**src/rtl/arm_ctrl_pkg.sv**
```systemverilog
// ----------------------------------------------------------------------------
// arm_ctrl_pkg
// Shared definitions for the multicycle ARM-subset controller:
//   state_t        FSM state encoding (FETCH .. BRANCH)
//   OP_*           instruction class codes taken from IR[27:26]
//   ALU_*          alu_control codes driven towards the datapath ALU
//   COND_*         condition-field codes taken from IR[31:28]
//   dp_to_alu()    maps a data-processing cmd (IR[24:21]) to an ALU code
//   dp_is_arith()  true for cmds whose C/V flags come from the adder
// ----------------------------------------------------------------------------
package arm_ctrl_pkg;

    typedef enum logic [3:0] {
        FETCH,
        DECODE,
        EXECR,
        EXECI,
        ALUWB,
        MEMADR,
        MEMRD,
        MEMWR,
        MEMWB,
        BRANCH
    } state_t;

    localparam logic [1:0] OP_DP  = 2'd0;
    localparam logic [1:0] OP_MEM = 2'd1;
    localparam logic [1:0] OP_BR  = 2'd2;
    localparam logic [1:0] OP_ILL = 2'd3;

    localparam logic [3:0] ALU_ADD = 4'd0;
    localparam logic [3:0] ALU_SUB = 4'd1;
    localparam logic [3:0] ALU_AND = 4'd2;
    localparam logic [3:0] ALU_ORR = 4'd3;
    localparam logic [3:0] ALU_EOR = 4'd4;
    localparam logic [3:0] ALU_RSB = 4'd5;
    localparam logic [3:0] ALU_ADC = 4'd6;
    localparam logic [3:0] ALU_SBC = 4'd7;
    localparam logic [3:0] ALU_RSC = 4'd8;
    localparam logic [3:0] ALU_MOV = 4'd9;
    localparam logic [3:0] ALU_BIC = 4'd10;
    localparam logic [3:0] ALU_MVN = 4'd11;

    localparam logic [3:0] COND_EQ = 4'h0;
    localparam logic [3:0] COND_NE = 4'h1;
    localparam logic [3:0] COND_CS = 4'h2;
    localparam logic [3:0] COND_CC = 4'h3;
    localparam logic [3:0] COND_MI = 4'h4;
    localparam logic [3:0] COND_PL = 4'h5;
    localparam logic [3:0] COND_VS = 4'h6;
    localparam logic [3:0] COND_VC = 4'h7;
    localparam logic [3:0] COND_HI = 4'h8;
    localparam logic [3:0] COND_LS = 4'h9;
    localparam logic [3:0] COND_GE = 4'hA;
    localparam logic [3:0] COND_LT = 4'hB;
    localparam logic [3:0] COND_GT = 4'hC;
    localparam logic [3:0] COND_LE = 4'hD;
    localparam logic [3:0] COND_AL = 4'hE;
    localparam logic [3:0] COND_NV = 4'hF;

    // The test/compare cmds reuse the ALU op of their arithmetic twin;
    // the result is simply never written back.
    function automatic logic [3:0] dp_to_alu(input logic [3:0] cmd);
        case (cmd)
            4'b0000: dp_to_alu = ALU_AND;
            4'b0001: dp_to_alu = ALU_EOR;
            4'b0010: dp_to_alu = ALU_SUB;
            4'b0011: dp_to_alu = ALU_RSB;
            4'b0100: dp_to_alu = ALU_ADD;
            4'b0101: dp_to_alu = ALU_ADC;
            4'b0110: dp_to_alu = ALU_SBC;
            4'b0111: dp_to_alu = ALU_RSC;
            4'b1000: dp_to_alu = ALU_AND;
            4'b1001: dp_to_alu = ALU_EOR;
            4'b1010: dp_to_alu = ALU_SUB;
            4'b1011: dp_to_alu = ALU_ADD;
            4'b1100: dp_to_alu = ALU_ORR;
            4'b1101: dp_to_alu = ALU_MOV;
            4'b1110: dp_to_alu = ALU_BIC;
            default: dp_to_alu = ALU_MVN;
        endcase
    endfunction

    // Logical ops leave C and V alone even when S is set.
    function automatic logic dp_is_arith(input logic [3:0] cmd);
        case (cmd)
            4'b0010, 4'b0011, 4'b0100, 4'b0101,
            4'b0110, 4'b0111, 4'b1010, 4'b1011: dp_is_arith = 1'b1;
            default:                            dp_is_arith = 1'b0;
        endcase
    endfunction

endpackage

```
**src/rtl/multicycle_control_unit_cond_check.sv**
```systemverilog
// ----------------------------------------------------------------------------
// cond_check
// Combinational ARM condition evaluation.
//   cond     in  4  IR[31:28] condition field
//   flags    in  4  stored {N,Z,C,V}
//   cond_ex  out 1  instruction is allowed to execute
// 4'hF is treated as "never" rather than as an unconditional extension space.
// ----------------------------------------------------------------------------
module cond_check
    import arm_ctrl_pkg::*;
(
    input  logic [3:0] cond,
    input  logic [3:0] flags,
    output logic       cond_ex
);

    logic n, z, c, v;

    assign {n, z, c, v} = flags;

    always_comb begin
        cond_ex = 1'b0;
        case (cond)
            COND_EQ: cond_ex = z;
            COND_NE: cond_ex = ~z;
            COND_CS: cond_ex = c;
            COND_CC: cond_ex = ~c;
            COND_MI: cond_ex = n;
            COND_PL: cond_ex = ~n;
            COND_VS: cond_ex = v;
            COND_VC: cond_ex = ~v;
            COND_HI: cond_ex = c & ~z;
            COND_LS: cond_ex = ~c | z;
            COND_GE: cond_ex = (n == v);
            COND_LT: cond_ex = (n != v);
            COND_GT: cond_ex = ~z & (n == v);
            COND_LE: cond_ex = z | (n != v);
            COND_AL: cond_ex = 1'b1;
            default: cond_ex = 1'b0;
        endcase
    end

endmodule

```
**src/rtl/multicycle_control_unit.sv**
```systemverilog
// ----------------------------------------------------------------------------
// multicycle_control_unit
// Moore FSM sequencing a shared-memory multicycle ARM-subset datapath through
// fetch / decode / execute / writeback, with an NZCV register and
// conditional-execution gating.
//   clk, rst_n                      clock, async active-low reset
//   op, funct, cond, rd             instruction fields straight from the IR
//   alu_flags                       ALU {N,Z,C,V} of the current cycle
//   mem_ready                       memory finished the current access
//   pc_write, ir_write, reg_write,
//   mem_write                       datapath load/write strobes
//   adr_src, result_src, alu_src_a,
//   alu_src_b, imm_src, reg_src     datapath mux selects
//   alu_control                     ALU operation code
//   flags                           stored NZCV
//   illegal_op                      one-cycle pulse in DECODE for op==3
// ----------------------------------------------------------------------------
module multicycle_control_unit
    import arm_ctrl_pkg::*;
#(
    parameter int ALU_CTRL_W   = 4,
    parameter int COND_EXEC_EN = 1
) (
    input  logic                  clk,
    input  logic                  rst_n,
    input  logic [1:0]            op,
    input  logic [5:0]            funct,
    input  logic [3:0]            cond,
    input  logic [3:0]            rd,
    input  logic [3:0]            alu_flags,
    input  logic                  mem_ready,
    output logic                  pc_write,
    output logic                  adr_src,
    output logic                  mem_write,
    output logic                  ir_write,
    output logic                  reg_write,
    output logic [1:0]            result_src,
    output logic                  alu_src_a,
    output logic [1:0]            alu_src_b,
    output logic [1:0]            imm_src,
    output logic [1:0]            reg_src,
    output logic [ALU_CTRL_W-1:0] alu_control,
    output logic [3:0]            flags,
    output logic                  illegal_op
);

    state_t     state, next_state;
    logic [3:0] flags_q;
    logic       cond_pass, cond_ex;
    logic       pc_write_raw, ir_write_raw, reg_write_raw, mem_write_raw, illegal_raw;
    logic [3:0] alu_op;
    logic       in_exec;

    cond_check u_cond_check (
        .cond    (cond),
        .flags   (flags_q),
        .cond_ex (cond_pass)
    );

    // With conditional execution compiled out every instruction runs.
    assign cond_ex = (COND_EXEC_EN != 0) ? cond_pass : 1'b1;
    assign in_exec = (state == EXECR) || (state == EXECI);

    always_ff @(posedge clk or negedge rst_n) begin
        if (!rst_n) state <= FETCH;
        else        state <= next_state;
    end

    // N/Z follow any S-bit instruction; C/V only come from the adder, so
    // logical ops keep the previous carry and overflow.
    always_ff @(posedge clk or negedge rst_n) begin
        if (!rst_n) begin
            flags_q <= 4'b0000;
        end else if (in_exec && funct[0]) begin
            flags_q[3:2] <= alu_flags[3:2];
            if (dp_is_arith(funct[4:1])) flags_q[1:0] <= alu_flags[1:0];
        end
    end

    always_comb begin
        next_state    = state;
        pc_write_raw  = 1'b0;
        ir_write_raw  = 1'b0;
        reg_write_raw = 1'b0;
        mem_write_raw = 1'b0;
        illegal_raw   = 1'b0;
        adr_src       = 1'b0;
        result_src    = 2'd0;
        alu_src_a     = 1'b0;
        alu_src_b     = 2'd0;
        imm_src       = 2'd0;
        reg_src       = 2'b00;
        alu_op        = ALU_ADD;
        case (state)
            FETCH: begin
                alu_src_a    = 1'b1;
                alu_src_b    = 2'd2;
                result_src   = 2'd2;
                ir_write_raw = mem_ready;
                pc_write_raw = mem_ready;
                if (mem_ready) next_state = DECODE;
            end
            DECODE: begin
                // ALUOut captures PC+8 here for later R15 reads.
                alu_src_a = 1'b1;
                alu_src_b = 2'd2;
                if (op == OP_ILL) begin
                    illegal_raw = 1'b1;
                    next_state  = FETCH;
                end else if (!cond_ex) begin
                    next_state = FETCH;
                end else begin
                    case (op)
                        OP_DP:   next_state = funct[5] ? EXECI : EXECR;
                        OP_MEM:  next_state = MEMADR;
                        OP_BR:   next_state = BRANCH;
                        default: next_state = FETCH;
                    endcase
                end
            end
            EXECR, EXECI: begin
                alu_src_b  = (state == EXECI) ? 2'd1 : 2'd0;
                alu_op     = dp_to_alu(funct[4:1]);
                // TST/TEQ/CMP/CMN only produce flags.
                next_state = (funct[4:3] == 2'b10) ? FETCH : ALUWB;
            end
            ALUWB: begin
                result_src = 2'd0;
                if (rd == 4'd15) pc_write_raw  = 1'b1;
                else             reg_write_raw = 1'b1;
                next_state = FETCH;
            end
            MEMADR: begin
                alu_src_b  = 2'd1;
                imm_src    = 2'd1;
                alu_op     = funct[3] ? ALU_ADD : ALU_SUB;
                next_state = funct[0] ? MEMRD : MEMWR;
            end
            MEMRD: begin
                adr_src = 1'b1;
                if (mem_ready) next_state = MEMWB;
            end
            MEMWR: begin
                adr_src       = 1'b1;
                mem_write_raw = 1'b1;
                reg_src       = 2'b10;
                if (mem_ready) next_state = FETCH;
            end
            MEMWB: begin
                result_src = 2'd1;
                if (rd == 4'd15) pc_write_raw  = 1'b1;
                else             reg_write_raw = 1'b1;
                next_state = FETCH;
            end
            BRANCH: begin
                reg_src      = 2'b01;
                alu_src_b    = 2'd1;
                imm_src      = 2'd2;
                result_src   = 2'd2;
                pc_write_raw = 1'b1;
                next_state   = FETCH;
            end
            default: next_state = FETCH;
        endcase
    end

    // Strobes are masked by rst_n so nothing is written while reset is held,
    // including the FETCH-state mem_ready pass-through.
    assign pc_write    = pc_write_raw  & rst_n;
    assign ir_write    = ir_write_raw  & rst_n;
    assign reg_write   = reg_write_raw & rst_n;
    assign mem_write   = mem_write_raw & rst_n;
    assign illegal_op  = illegal_raw   & rst_n;
    assign alu_control = ALU_CTRL_W'(alu_op);
    assign flags       = flags_q;

endmodule
```
**config.mk**
```make
export PLATFORM = sky130hd
export DESIGN_NAME = multicycle_control_unit
export DESIGN_NICKNAME = d
export VERILOG_FILES = /design/src/rtl/arm_ctrl_pkg.sv /design/src/rtl/multicycle_control_unit_cond_check.sv /design/src/rtl/multicycle_control_unit.sv
export SDC_FILE = /design/constraint.sdc
export NUM_CORES = 1
export LEC_CHECK = 0
export CORE_MARGIN = 3
export CORE_UTILIZATION = 46
export CTS_CLUSTER_DIAMETER = 80
export DETAILED_ROUTE_END_ITERATION = 10
export PLACE_DENSITY_LB_ADDON = 0.1
export SYNTH_ARGS = -nofsm -noshare
export SYNTH_HDL_FRONTEND = slang
export SYNTH_HIERARCHICAL = 1
export SYNTH_SLANG_ARGS = --single-unit
export TNS_END_PERCENT = 30
```
**constraint.sdc**
```tcl
create_clock -name clk -period 5.7 [get_ports clk]
set_input_delay 0.855 -clock clk [delete_from_list [all_inputs] [get_ports clk]]
set_output_delay 0.855 -clock clk [all_outputs]
set_load 0.01 [all_outputs]
```
==> flow_summary.ini <==
[timing]
finalHoldViolations = 0
clock.fmax_mhz = 262
period_needed_ns = 3.82
tightest_slew_ns = 0.521
slew_headroom = 0.651
setup_tns_ns = 0
setup_violations = 0
fin_skew_ns = 0.00464
finalCritPeriodShare = 0.670
report.final.slew_viol_count = 0
setup_slack_ns = 1.88
rsz0062_at_grt = no

[pwr]
power_density_nw_per_um2 = 339
p_sw_frac = 0.423
seqPwrFrac = 0.272
ir_drop_mv = 0.211
clockPowerShare = 0.082
p_total_w = 0.000523
comb_power_share = 0.646
p_int_w = 0.000302
switchingPower_w = 0.000222
power_leakage_nw = 0.668

[routing]
via_per_inst = 5.54
drc = 0
drtAntennaViolNets = 0
drt-wirelength-per-cell_um = 13.3
vias = 1119
wirelength_mm = 2.69
drtIter0Drc = 22
drt_first_pass_iters = 4

[finish]
multiInputGateArea_um2 = 806
diodes = 0
ff_latch_area_um2 = 200
area_growth_pct = 41.9
drive_gt1_frac = 0.0857
layout.nets = 210
num-fill-cells = 166

[floorplan]
die-area_um2 = 2980
fp.dieW_um = 54.6
core.rowCount = 16
core_um2 = 2100
start_util = 0.517
fp.dieH_um = 54.6
num_io_pins = 46

[critical_path]
end_kind = output port
cp_max_fo = 6
slowest_stage = clkdlybuf4s50_1
path_delay_family = buffers and inverters
cpPeakStageDelay_ns = 0.59
crit_type = input port to output port
crit_chain = clkdlybuf4s50_1 > inv_1 > ha_1 > o311ai_0 > a311oi_1 > clkdlybuf4s50_1
path_common_cell = clkdlybuf4s50_1
cp.buffers_inverters = 3
cp-start-kind = input port
worst_ep_arrival_time_ns = 2.96
required_ns = 4.85

[flow_run]
max_cap_violations = 0

[clock_network]
cts_tree = done
hold_buffers = 0
post_cts_buffers = 0
clock_sinks = 8
clkSlewWorstSetupHoldPaths_ns = 0.05
clkLatencyLatePin_ns = 0.25
cts.repair.resized = 0
cts.path.max_buffers = 2
htree_levels = 1
root_buffer = clkbuf_4
numCtsBuffers = 3

[run_status]
status = finished clean

[global_routing]
grt_pass1_vias = 1024
grt_max_degree = 19
antenna_found_initial = 0
grt_pass1_wl_mm = 4.40
track_usage = 0.201
grt_overflow = 0

[yosys]
netlist_instances = 136
ys_warn_count = 6
synth_top_area_cell = dfrtp_1
synth_edf_count = 0
synth_seq_cells = 8
synth_area_leaders = dfrtp_1 18%, ha_1 12%, nor2_1 6.2%
ys.flop_type = dfrtp_1
yosys.area.top_type_share = 0.184
ys_types = 47
synth_fp_nets = 169
async_flop_share = 1.00
syn_avg_cell_area_um2 = 7.99
synth.most_common_cell = nor2_1
syn_area_um2 = 1090
synth_common_cells = 18 x nor2_1, 10 x ha_1, 9 x a21oi_1
yosysSeqAreaShare = 0.184

[placed_design]
place_ws_ns = 1.90
dp_hpwl_mm = 2.14
routabilityCongestion = 0.700
io_buffer_count = 45

[hold_path]
hold_class = register to register
-- cell usage in the layout, fill, tap and decap left out, drive strengths merged, types with 2 or more instances in the layout --
master         count
a21oi              9
nand2b             5
inv                8
o21ai              5
nor2              19
a22oi              3
mux2               5
o22ai              2
nand2              6
clkbuf             3
a211o              3
nor3               7
a21o               2
mux2i              2
ha                10
nor4               2
nor2b              3
clkdlybuf4s50     45
dfrtp              8
xor2               3
nor3b              2
o211ai             2
and2               3
-- area by class of cell --
class,instances,share of cell area
timing repair buffer,45,0.292
multi-input combinational,111,0.522
tap,27,0.0219
clock buffer,3,0.0146
inverter,8,0.0195
sequential,8,0.130
-- power groups by stage --
| stage | registers, W | logic (W) | clock network (W) |
|---|---|---|---|
| final | 0.000142 | 0.000338 | 0.0000428 |
| after global routing | 0.000153 | 0.000369 | 0.0000472 |
| after CTS | 0.000142 | 0.000339 | 0.0000450 |
| after detailed placement | 0.000143 | 0.000338 | 0 |
| after global placement | 0.000142 | 0.000330 | 0 |
| after floorplan | 0.000115 | 0.000227 | 0 |
-- through the flow --
step	cells	instance area [um^2]	util	hold WS, ns
final	202	1540	0.734	0.594
after CTS	202	1540	0.734	0.597
after global placement	199	1520	0.723	0.593
after floorplan	136	1090	-	0.559
after detailed placement	199	1520	0.723	0.586
after global routing	202	1540	0.734	0.613
-- cells by family after synthesis --
group,count (synthesis),synth area share
adders and majority gates,10,0.115
AOI/OAI and AO/OA,35,0.228
muxes,7,0.0805
buffers and inverters,17,0.0748
and+or+nand+nor,55,0.278
xor gates and xnor gates,4,0.0391
DFF,8,0.184
-- worst reg2reg max path: cells and delay by family, from the launching register on --
kind / cells / cell delay [ns]
AO/OA/AOI/OAI: 4 / 0.98
flip-flops: 1 / 0.46
AND/OR/NAND/NOR: 1 / 0.25
XOR/XNOR: 1 / 0.23
-- final timing paths --
kind,slack (ns),end,cells after the start,start
setup / recovery,1.88,alu_control[1],6,funct[2]
hold / removal,0.59,flags[1],1,flags[1]
setup reg to reg,3.66,state[2],6,flags[3]
hold reg to reg,0.59,flags[1],1,flags[1]
max in group asynchronous,4.40,flags[0],1,rst_n
min in group asynchronous,0.95,state[0],1,rst_n
-- registers in the layout (all words and copies together) (netlist names) --
signal	cells
flags	4
state	4
-- routing by layer --
layer  wire length [um]  share of wire  vias to the layer above  track usage
met5                  0              0                        -            0
met4                 26         0.0097                        0       0.0622
met3                187          0.070                        4       0.0354
met2               1300           0.48                       38        0.350
met1               1170           0.44                      506        0.246
li1                   -              -                      571            -
(Power assumes the default switching activity.)
